`src/rtl/m_axi_dma_cfg_write_pkg.sv`:
```
// Shared definitions for the DMA configuration write engine: register map,
// control word, AXI response code and state encodings.
package m_axi_dma_cfg_write_pkg;

   // DMA register offsets, relative to the DMA base address
   localparam logic [7:0] MM2S_DMACR_OFF  = 8'h00;
   localparam logic [7:0] S2MM_DMACR_OFF  = 8'h30;
   localparam logic [7:0] MM2S_SA_OFF     = 8'h18;
   localparam logic [7:0] S2MM_DA_OFF     = 8'h48;
   localparam logic [7:0] S2MM_LENGTH_OFF = 8'h58;
   localparam logic [7:0] MM2S_LENGTH_OFF = 8'h28;

   // Control register value that sets the run/stop bit
   localparam logic [31:0] DMACR_RUN = 32'h0000_0001;

   localparam logic [1:0] AXI_RESP_OKAY = 2'b00;

   // Index of the final register write in the programming sequence
   localparam logic [2:0] LAST_STEP = 3'd5;

   typedef enum logic [1:0] {
      S_IDLE,
      S_ADDR_DATA,
      S_RESP,
      S_DONE
   } state_t;

   typedef enum logic [1:0] {
      BEAT_IDLE,
      BEAT_REQ,
      BEAT_RESP
   } beat_state_t;

endpackage

```
`src/rtl/m_axi_dma_cfg_write_axil_wr_beat.sv`:
```
// One AXI4-Lite single-beat write: raises AW and W together, lets each drop on
// its own handshake, then waits for the B response.
module axil_wr_beat #(
   parameter int ADDR_WIDTH = 32,
   parameter int DATA_WIDTH = 32
) (
   input  logic                    clk,
   input  logic                    reset,
   input  logic                    start,
   input  logic [ADDR_WIDTH-1:0]   addr,
   input  logic [DATA_WIDTH-1:0]   data,
   output logic                    req_done,
   output logic                    done,
   output logic [1:0]              resp,
   output logic [ADDR_WIDTH-1:0]   awaddr,
   output logic                    awvalid,
   input  logic                    awready,
   output logic [DATA_WIDTH-1:0]   wdata,
   output logic [DATA_WIDTH/8-1:0] wstrb,
   output logic                    wvalid,
   input  logic                    wready,
   input  logic [1:0]              bresp,
   input  logic                    bvalid,
   output logic                    bready
);
   import m_axi_dma_cfg_write_pkg::*;

   beat_state_t phase;
   logic        aw_ok;
   logic        w_ok;

   // A channel counts as finished once its valid is low or is being accepted now
   assign aw_ok    = ~awvalid | awready;
   assign w_ok     = ~wvalid | wready;
   assign req_done = (phase == BEAT_REQ) & aw_ok & w_ok;
   assign done     = (phase == BEAT_RESP) & bvalid;
   assign resp     = bresp;
   assign wstrb    = '1;

   // Request/response sequencing; address and data are frozen while their valid is high
   always_ff @(posedge clk) begin
      if (reset) begin
         phase   <= BEAT_IDLE;
         awvalid <= 1'b0;
         wvalid  <= 1'b0;
         bready  <= 1'b0;
         awaddr  <= '0;
         wdata   <= '0;
      end else begin
         case (phase)
            BEAT_IDLE: begin
               if (start) begin
                  awaddr  <= addr;
                  wdata   <= data;
                  awvalid <= 1'b1;
                  wvalid  <= 1'b1;
                  phase   <= BEAT_REQ;
               end
            end
            BEAT_REQ: begin
               if (awvalid && awready) begin
                  awvalid <= 1'b0;
               end
               if (wvalid && wready) begin
                  wvalid <= 1'b0;
               end
               if (req_done) begin
                  bready <= 1'b1;
                  phase  <= BEAT_RESP;
               end
            end
            BEAT_RESP: begin
               if (bvalid) begin
                  bready <= 1'b0;
                  phase  <= BEAT_IDLE;
               end
            end
            default: begin
               phase <= BEAT_IDLE;
            end
         endcase
      end
   end

endmodule

```
`src/rtl/m_axi_dma_cfg_write.sv`:
```
// DMA configuration write engine: latches one transfer descriptor and programs
// the DMA with six register writes, S2MM armed before MM2S, then pulses done/err.
module m_axi_dma_cfg_write #(
   parameter int                         GLOB_ADDR_WIDTH      = 32,
   parameter int                         GLOB_DATA_WIDTH      = 32,
   parameter int                         BANK1_SRC_ADDR_WIDTH = 32,
   parameter int                         BANK1_SRC_SIZE_WIDTH = 26,
   parameter int                         BANK1_DST_ADDR_WIDTH = 32,
   parameter int                         BANK1_DST_SIZE_WIDTH = 26,
   parameter logic [GLOB_ADDR_WIDTH-1:0] DMA_BASE_ADDR        = '0
) (
   input  logic                            clk,
   input  logic                            reset,
   input  logic                            cmd_valid,
   output logic                            cmd_ready,
   input  logic [BANK1_SRC_ADDR_WIDTH-1:0] cmd_src_addr,
   input  logic [BANK1_SRC_SIZE_WIDTH-1:0] cmd_src_size,
   input  logic [BANK1_DST_ADDR_WIDTH-1:0] cmd_dst_addr,
   input  logic [BANK1_DST_SIZE_WIDTH-1:0] cmd_dst_size,
   output logic                            done,
   output logic                            err,
   output logic [GLOB_ADDR_WIDTH-1:0]      M_AXI_AWADDR,
   output logic                            M_AXI_AWVALID,
   input  logic                            M_AXI_AWREADY,
   output logic [GLOB_DATA_WIDTH-1:0]      M_AXI_WDATA,
   output logic [GLOB_DATA_WIDTH/8-1:0]    M_AXI_WSTRB,
   output logic                            M_AXI_WVALID,
   input  logic                            M_AXI_WREADY,
   input  logic [1:0]                      M_AXI_BRESP,
   input  logic                            M_AXI_BVALID,
   output logic                            M_AXI_BREADY
);
   import m_axi_dma_cfg_write_pkg::*;

   state_t                          state;
   logic [2:0]                      step;
   logic                            beat_start;
   logic                            beat_req_done;
   logic                            beat_done;
   logic [1:0]                      beat_resp;
   logic [BANK1_SRC_ADDR_WIDTH-1:0] src_addr_q;
   logic [BANK1_SRC_SIZE_WIDTH-1:0] src_size_q;
   logic [BANK1_DST_ADDR_WIDTH-1:0] dst_addr_q;
   logic [BANK1_DST_SIZE_WIDTH-1:0] dst_size_q;
   logic [7:0]                      wr_offset;
   logic [GLOB_DATA_WIDTH-1:0]      wr_data;
   logic [GLOB_ADDR_WIDTH-1:0]      wr_addr;

   // Register map walk: control words first, then addresses, then S2MM length before MM2S length
   always_comb begin
      wr_offset = MM2S_DMACR_OFF;
      wr_data   = GLOB_DATA_WIDTH'(DMACR_RUN);
      case (step)
         3'd0: begin
            wr_offset = MM2S_DMACR_OFF;
            wr_data   = GLOB_DATA_WIDTH'(DMACR_RUN);
         end
         3'd1: begin
            wr_offset = S2MM_DMACR_OFF;
            wr_data   = GLOB_DATA_WIDTH'(DMACR_RUN);
         end
         3'd2: begin
            wr_offset = MM2S_SA_OFF;
            wr_data   = GLOB_DATA_WIDTH'(src_addr_q);
         end
         3'd3: begin
            wr_offset = S2MM_DA_OFF;
            wr_data   = GLOB_DATA_WIDTH'(dst_addr_q);
         end
         3'd4: begin
            wr_offset = S2MM_LENGTH_OFF;
            wr_data   = GLOB_DATA_WIDTH'(dst_size_q);
         end
         3'd5: begin
            wr_offset = MM2S_LENGTH_OFF;
            wr_data   = GLOB_DATA_WIDTH'(src_size_q);
         end
         default: begin
            wr_offset = MM2S_DMACR_OFF;
            wr_data   = GLOB_DATA_WIDTH'(DMACR_RUN);
         end
      endcase
   end

   assign wr_addr = DMA_BASE_ADDR + GLOB_ADDR_WIDTH'(wr_offset);

   // Descriptor sequencer; a zero-length descriptor is rejected without touching the bus
   always_ff @(posedge clk) begin
      if (reset) begin
         state      <= S_IDLE;
         step       <= 3'd0;
         cmd_ready  <= 1'b1;
         done       <= 1'b0;
         err        <= 1'b0;
         beat_start <= 1'b0;
         src_addr_q <= '0;
         src_size_q <= '0;
         dst_addr_q <= '0;
         dst_size_q <= '0;
      end else begin
         done       <= 1'b0;
         err        <= 1'b0;
         beat_start <= 1'b0;
         case (state)
            S_IDLE: begin
               if (cmd_valid && cmd_ready) begin
                  src_addr_q <= cmd_src_addr;
                  src_size_q <= cmd_src_size;
                  dst_addr_q <= cmd_dst_addr;
                  dst_size_q <= cmd_dst_size;
                  step       <= 3'd0;
                  cmd_ready  <= 1'b0;
                  if ((cmd_src_size == '0) || (cmd_dst_size == '0)) begin
                     state <= S_DONE;
                     done  <= 1'b1;
                     err   <= 1'b1;
                  end else begin
                     state      <= S_ADDR_DATA;
                     beat_start <= 1'b1;
                  end
               end
            end
            S_ADDR_DATA: begin
               if (beat_req_done) begin
                  state <= S_RESP;
               end
            end
            S_RESP: begin
               if (beat_done) begin
                  if (beat_resp != AXI_RESP_OKAY) begin
                     state <= S_DONE;
                     done  <= 1'b1;
                     err   <= 1'b1;
                  end else if (step == LAST_STEP) begin
                     state <= S_DONE;
                     done  <= 1'b1;
                  end else begin
                     step       <= step + 3'd1;
                     beat_start <= 1'b1;
                     state      <= S_ADDR_DATA;
                  end
               end
            end
            S_DONE: begin
               state     <= S_IDLE;
               cmd_ready <= 1'b1;
            end
            default: begin
               state     <= S_IDLE;
               cmd_ready <= 1'b1;
            end
         endcase
      end
   end

   axil_wr_beat #(
      .ADDR_WIDTH (GLOB_ADDR_WIDTH),
      .DATA_WIDTH (GLOB_DATA_WIDTH)
   ) u_beat (
      .clk      (clk),
      .reset    (reset),
      .start    (beat_start),
      .addr     (wr_addr),
      .data     (wr_data),
      .req_done (beat_req_done),
      .done     (beat_done),
      .resp     (beat_resp),
      .awaddr   (M_AXI_AWADDR),
      .awvalid  (M_AXI_AWVALID),
      .awready  (M_AXI_AWREADY),
      .wdata    (M_AXI_WDATA),
      .wstrb    (M_AXI_WSTRB),
      .wvalid   (M_AXI_WVALID),
      .wready   (M_AXI_WREADY),
      .bresp    (M_AXI_BRESP),
      .bvalid   (M_AXI_BVALID),
      .bready   (M_AXI_BREADY)
   );

endmodule

```
`config.mk`:
```
export PLATFORM = sky130hd
export DESIGN_NAME = m_axi_dma_cfg_write
export DESIGN_NICKNAME = d
export VERILOG_FILES = /design/src/rtl/m_axi_dma_cfg_write_pkg.sv /design/src/rtl/m_axi_dma_cfg_write_axil_wr_beat.sv /design/src/rtl/m_axi_dma_cfg_write.sv
export SDC_FILE = /design/constraint.sdc
export NUM_CORES = 1
export LEC_CHECK = 0
export BUFFER_PORTS_ARGS = -buffer_cell sky130_fd_sc_hd__buf_4
export CAP_MARGIN = 20
export CORE_ASPECT_RATIO = 1.2
export CORE_MARGIN = 2
export CORE_UTILIZATION = 56
export CTS_CLUSTER_DIAMETER = 80
export CTS_CLUSTER_SIZE = 8
export DETAILED_ROUTE_END_ITERATION = 6
export GPL_ROUTABILITY_DRIVEN = 0
export PLACE_DENSITY = 0.89
export SLEW_MARGIN = 15
export SYNTH_ARGS = -nofsm -noshare
export SYNTH_HDL_FRONTEND = slang
export SYNTH_SLANG_ARGS = --single-unit
```
`constraint.sdc`:
```
create_clock -name clk -period 3.9 [get_ports clk]
set_clock_uncertainty 0.1 [all_clocks]
set_input_delay 0.585 -clock clk [delete_from_list [all_inputs] [get_ports clk]]
set_output_delay 0.585 -clock clk [all_outputs]
set_load 0.01 [all_outputs]
```
==> results.tsv <==
stage	metric	value	unit
outcome	status	completed	
min_path	Min-Delay Startpoint	cmd_dst_addr[14]	
place	Place WS	1.54	ns
setup_path	worst reg-to-reg setup slack	1.54	ns
setup_path	Critical Path RT	4.15	ns
logic_synthesis	Post-synth EDFFs	0	
pwr	P_leak	3.29	nW
logic_synthesis	Seq/Total Area, Yosys	48.1	%
grt	vias in the first global route	5976	
place	detailed-placement wirelength estimate	12000	um
pwr	sw frac	27.0	%
setup_path	crit path cell chain	inv_1, ha_1, and2_1, buf_4, a22oi_1, a21o_1, a21oi_1	
logic_synthesis	Ys Warns	0	
setup_path	Reg-to-Reg Start	step[1]	
die	die area	13300	sq um
sta	final setup TNS	0	ns
clock_tree	clock root cell	clkbuf_16	
finish	final core utilization	71.5	%
clock_tree	PostCTS Resize Cnt	0	
min_path	Hold Crit Depth	3	
route	mean routed wirelength per cell	15.6	um
setup_path	crit path capture type	register	
pwr	Pwr per Cell Area	467	nW/um^2
sta	worst-margin pin slew	0.873	ns
sta	Highest Clock Rate	424	MHz
logic_synthesis	post-synthesis cell type count	43	
route	Routed WL	18200	um
die	Initial Util	57.3	%
finish	diode count	0	
setup_path	WP buf/inv	2	
route	DR iter-0 viols	341	
setup_path	slowest stage delay, CP	0.73	ns
setup_path	CP Max Fanout	19	
sta	Final Slew Violations	0	
die	I/O pins	198	
die	Core Footprint	12100	sq um
pwr	Int Pwr	0.00294	W
clock_tree	CTS buffer count	17	
sta	Finish-stage setup viols	0	
route	vias per cell	5.49	
setup_path	cell family with most CP delay	simple AND/OR/NAND/NOR gates	
logic_synthesis	Post-Synthesis Cells	872	
clock_tree	hold_buf cts	0	
clock_tree	clk_lat worst skew	0.41	ns
sta	Final Hold Fails	0	
logic_synthesis	Synth Cell Area	6910	sq um
clock_tree	maximum clock path buffer count	2	
route	Detailed Routing Iterations Pass 1	6	
die	# rows	44	
grt	GR Overflow Total	0	
flow_run	max cap viols	0	
clock_tree	setup repair bufs after CTS	0	
grt	Total GRT Usage	27.1	%
clock_tree	CTS Sinks	166	
sta	fin crit share	60.5	%
finish	Layout Nets	1127	
pwr	Seq pwr share	47.2	%
die	Die Y-Extent	126	um
sta	max_slew headroom	41.8	%
place	IO buf count	165	
clock_tree	CTS tree	yes	
logic_synthesis	synthesized flop and latch total	166	
setup_path	startpoint types	register	
clock_tree	htree depth	4	
logic_synthesis	Avg Cell Area, Syn	7.93	sq um
setup_path	R2R cell count	7	
min_path	Hold Crit Endpoint	dst_addr_q[14]	
die	Die Width	105	um
finish	P&R area growth vs syn	24.7	%
setup_path	CP max-delay cell	and2_1	
grt	first-pass GRT wire length	28900	um
pwr	share of total power in combinational logic	13.4	%
route	Via Count	6434	
finish	layout cell share with drive strength beyond 1	21.3	%
clock_tree	CTS clk-pin slew, worst paths	0.07	ns
min_path	Hold Crit Class	primary input to register	
pwr	Max VDD drop	313	uV
route	Routed Antenna Nets	0	
pwr	Net Sw Power	0.00109	W
pwr	Clock Power Share	39.4	%
grt	largest net degree at the start of global routing	85	
setup_path	Arr. time, crit path	2.61	ns
setup_path	RR Endpoint	u_beat.wdata[5]	
logic_synthesis	FFs w/ async S/R, synth	0	%
route	DRC viols	0	
sta	post-route minimum period	2.36	ns
sta	setup ws final	1.54	ns
grt	initial antenna violation count	0	
sta	RSZ-0062 raised after global routing	false	
setup_path	kind of critical path	register to register	
logic_synthesis	top_reg_cell synth	dfxtp_1	
-- synth_stat cells (all sizes together) (2+ instances only) --
master | instances | area, sq um
clkbuf | 46 | 173
nor2 | 14 | 52.6
a2bb2oi | 6 | 52.6
o21ai | 8 | 40.0
conb | 2 | 7.51
or4 | 2 | 15.0
a22oi | 57 | 428
o22ai | 2 | 12.5
dfxtp | 166 | 3320
nor3 | 3 | 15.0
or3 | 2 | 12.5
a211oi | 2 | 20.0
nand3 | 3 | 15.0
nand3b | 2 | 15.0
nand2 | 265 | 995
o2111ai | 2 | 17.5
buf | 53 | 343
o22a | 2 | 17.5
o21bai | 3 | 22.5
nand2b | 6 | 37.5
nand4 | 2 | 12.5
and2 | 2 | 12.5
a21oi | 157 | 790
inv | 6 | 22.5
a21o | 26 | 195
ha | 5 | 62.6
nor2b | 6 | 37.5
nor4 | 12 | 75.1
-- area by class of cell --
class                      instances  area, sq um
multi-input combinational        631         3180
fill                             965         3440
clock buffer                      18          439
tap                              161          201
inverter                           6         22.5
sequential                       166         3320
clock inverter                    13          124
timing repair buffer             176         1330
-- sequential cells by signal, summed over array words and instances, names as in the netlist, 2 cells and up --
register / flops
u_beat.phase: 2
src_addr_q: 32
step: 3
dst_size_q: 26
state: 2
src_size_q: 26
dst_addr_q: 32
u_beat.wdata: 32
u_beat.awaddr: 4
-- layout by cell type, fill, tap and decap left out, drive strengths merged, types with 6 or more instances in the layout --
cell     instances
a21o            26
a21oi          157
a22oi           57
a2bb2oi          6
buf            176
clkbuf          18
conb            32
dfxtp          166
inv             10
nand2          265
nand2b           6
nor2            14
nor2b            6
nor4            12
o21ai            8
-- layer usage --
layer	vias to the layer above	track usage (%)	part of all wire [%]
met2	266	45.5	51
li1	3151	-	-
met4	0	10.3	1.7
met5	-	0	0
met1	2989	34.6	41
met3	28	4.81	6.5
-- logic make-up (layout without fill, tap and decap cells) --
logic type	after synthesis	after routing	share of synthesized area, %
xor gates and xnor gates	1	1	0.127
DFF	166	166	48.1
adders and majority gates	5	5	0.905
other	2	32	0.109
buffers and inverters	105	213	7.78
and+or+nand+nor	324	324	19.4
AOI/OAI and AO/OA	269	269	23.6
-- power by group through the flow --
stage / clock network [W] / logic (W) / registers [W]
6_report: 0.00159 / 0.000538 / 0.00190
5_1_grt: 0.00169 / 0.000599 / 0.00192
4_1_cts: 0.00160 / 0.000538 / 0.00190
3_5_place_dp: 0 / 0.000537 / 0.00194
3_3_place_gp: 0 / 0.000526 / 0.00193
2_1_floorplan: 0 / 0.000367 / 0.00192
-- tightest hold or removal path: cells and delay by family --
kind	cells	cell delay (ns)
AOI/OAI and AO/OA	1	0.05
buffers and inverters	1	0.10
and+or+nand+nor	1	0.04
-- worst max path at each step --
stage | startpoint | end | slack, ns | depth (start not counted)
3_3_place_gp | cmd_valid | dst_size_q[5] | 1.60 | 6
5_1_grt | step[1] | u_beat.wdata[7] | 1.34 | 7
3_5_place_dp | step[1] | u_beat.wdata[3] | 1.54 | 7
4_1_cts | step[1] | u_beat.wdata[3] | 1.52 | 7
6_report | step[1] | u_beat.wdata[5] | 1.54 | 7
2_1_floorplan | step[1] | step[2] | 1.93 | 6
-- per-stage QoR --
stage	power (W)	hold WS (ns)	cell area, sq um	std cells
final	0.00403	0.307	8620	1171
after global routing	0.00421	0.301	8620	1171
after CTS	0.00404	0.300	8620	1171
after detailed placement	0.00247	0.346	8060	1140
after global placement	0.00246	0.341	8060	1140
after floorplan	0.00229	0.336	7030	902
(Power assumes the default switching activity.)
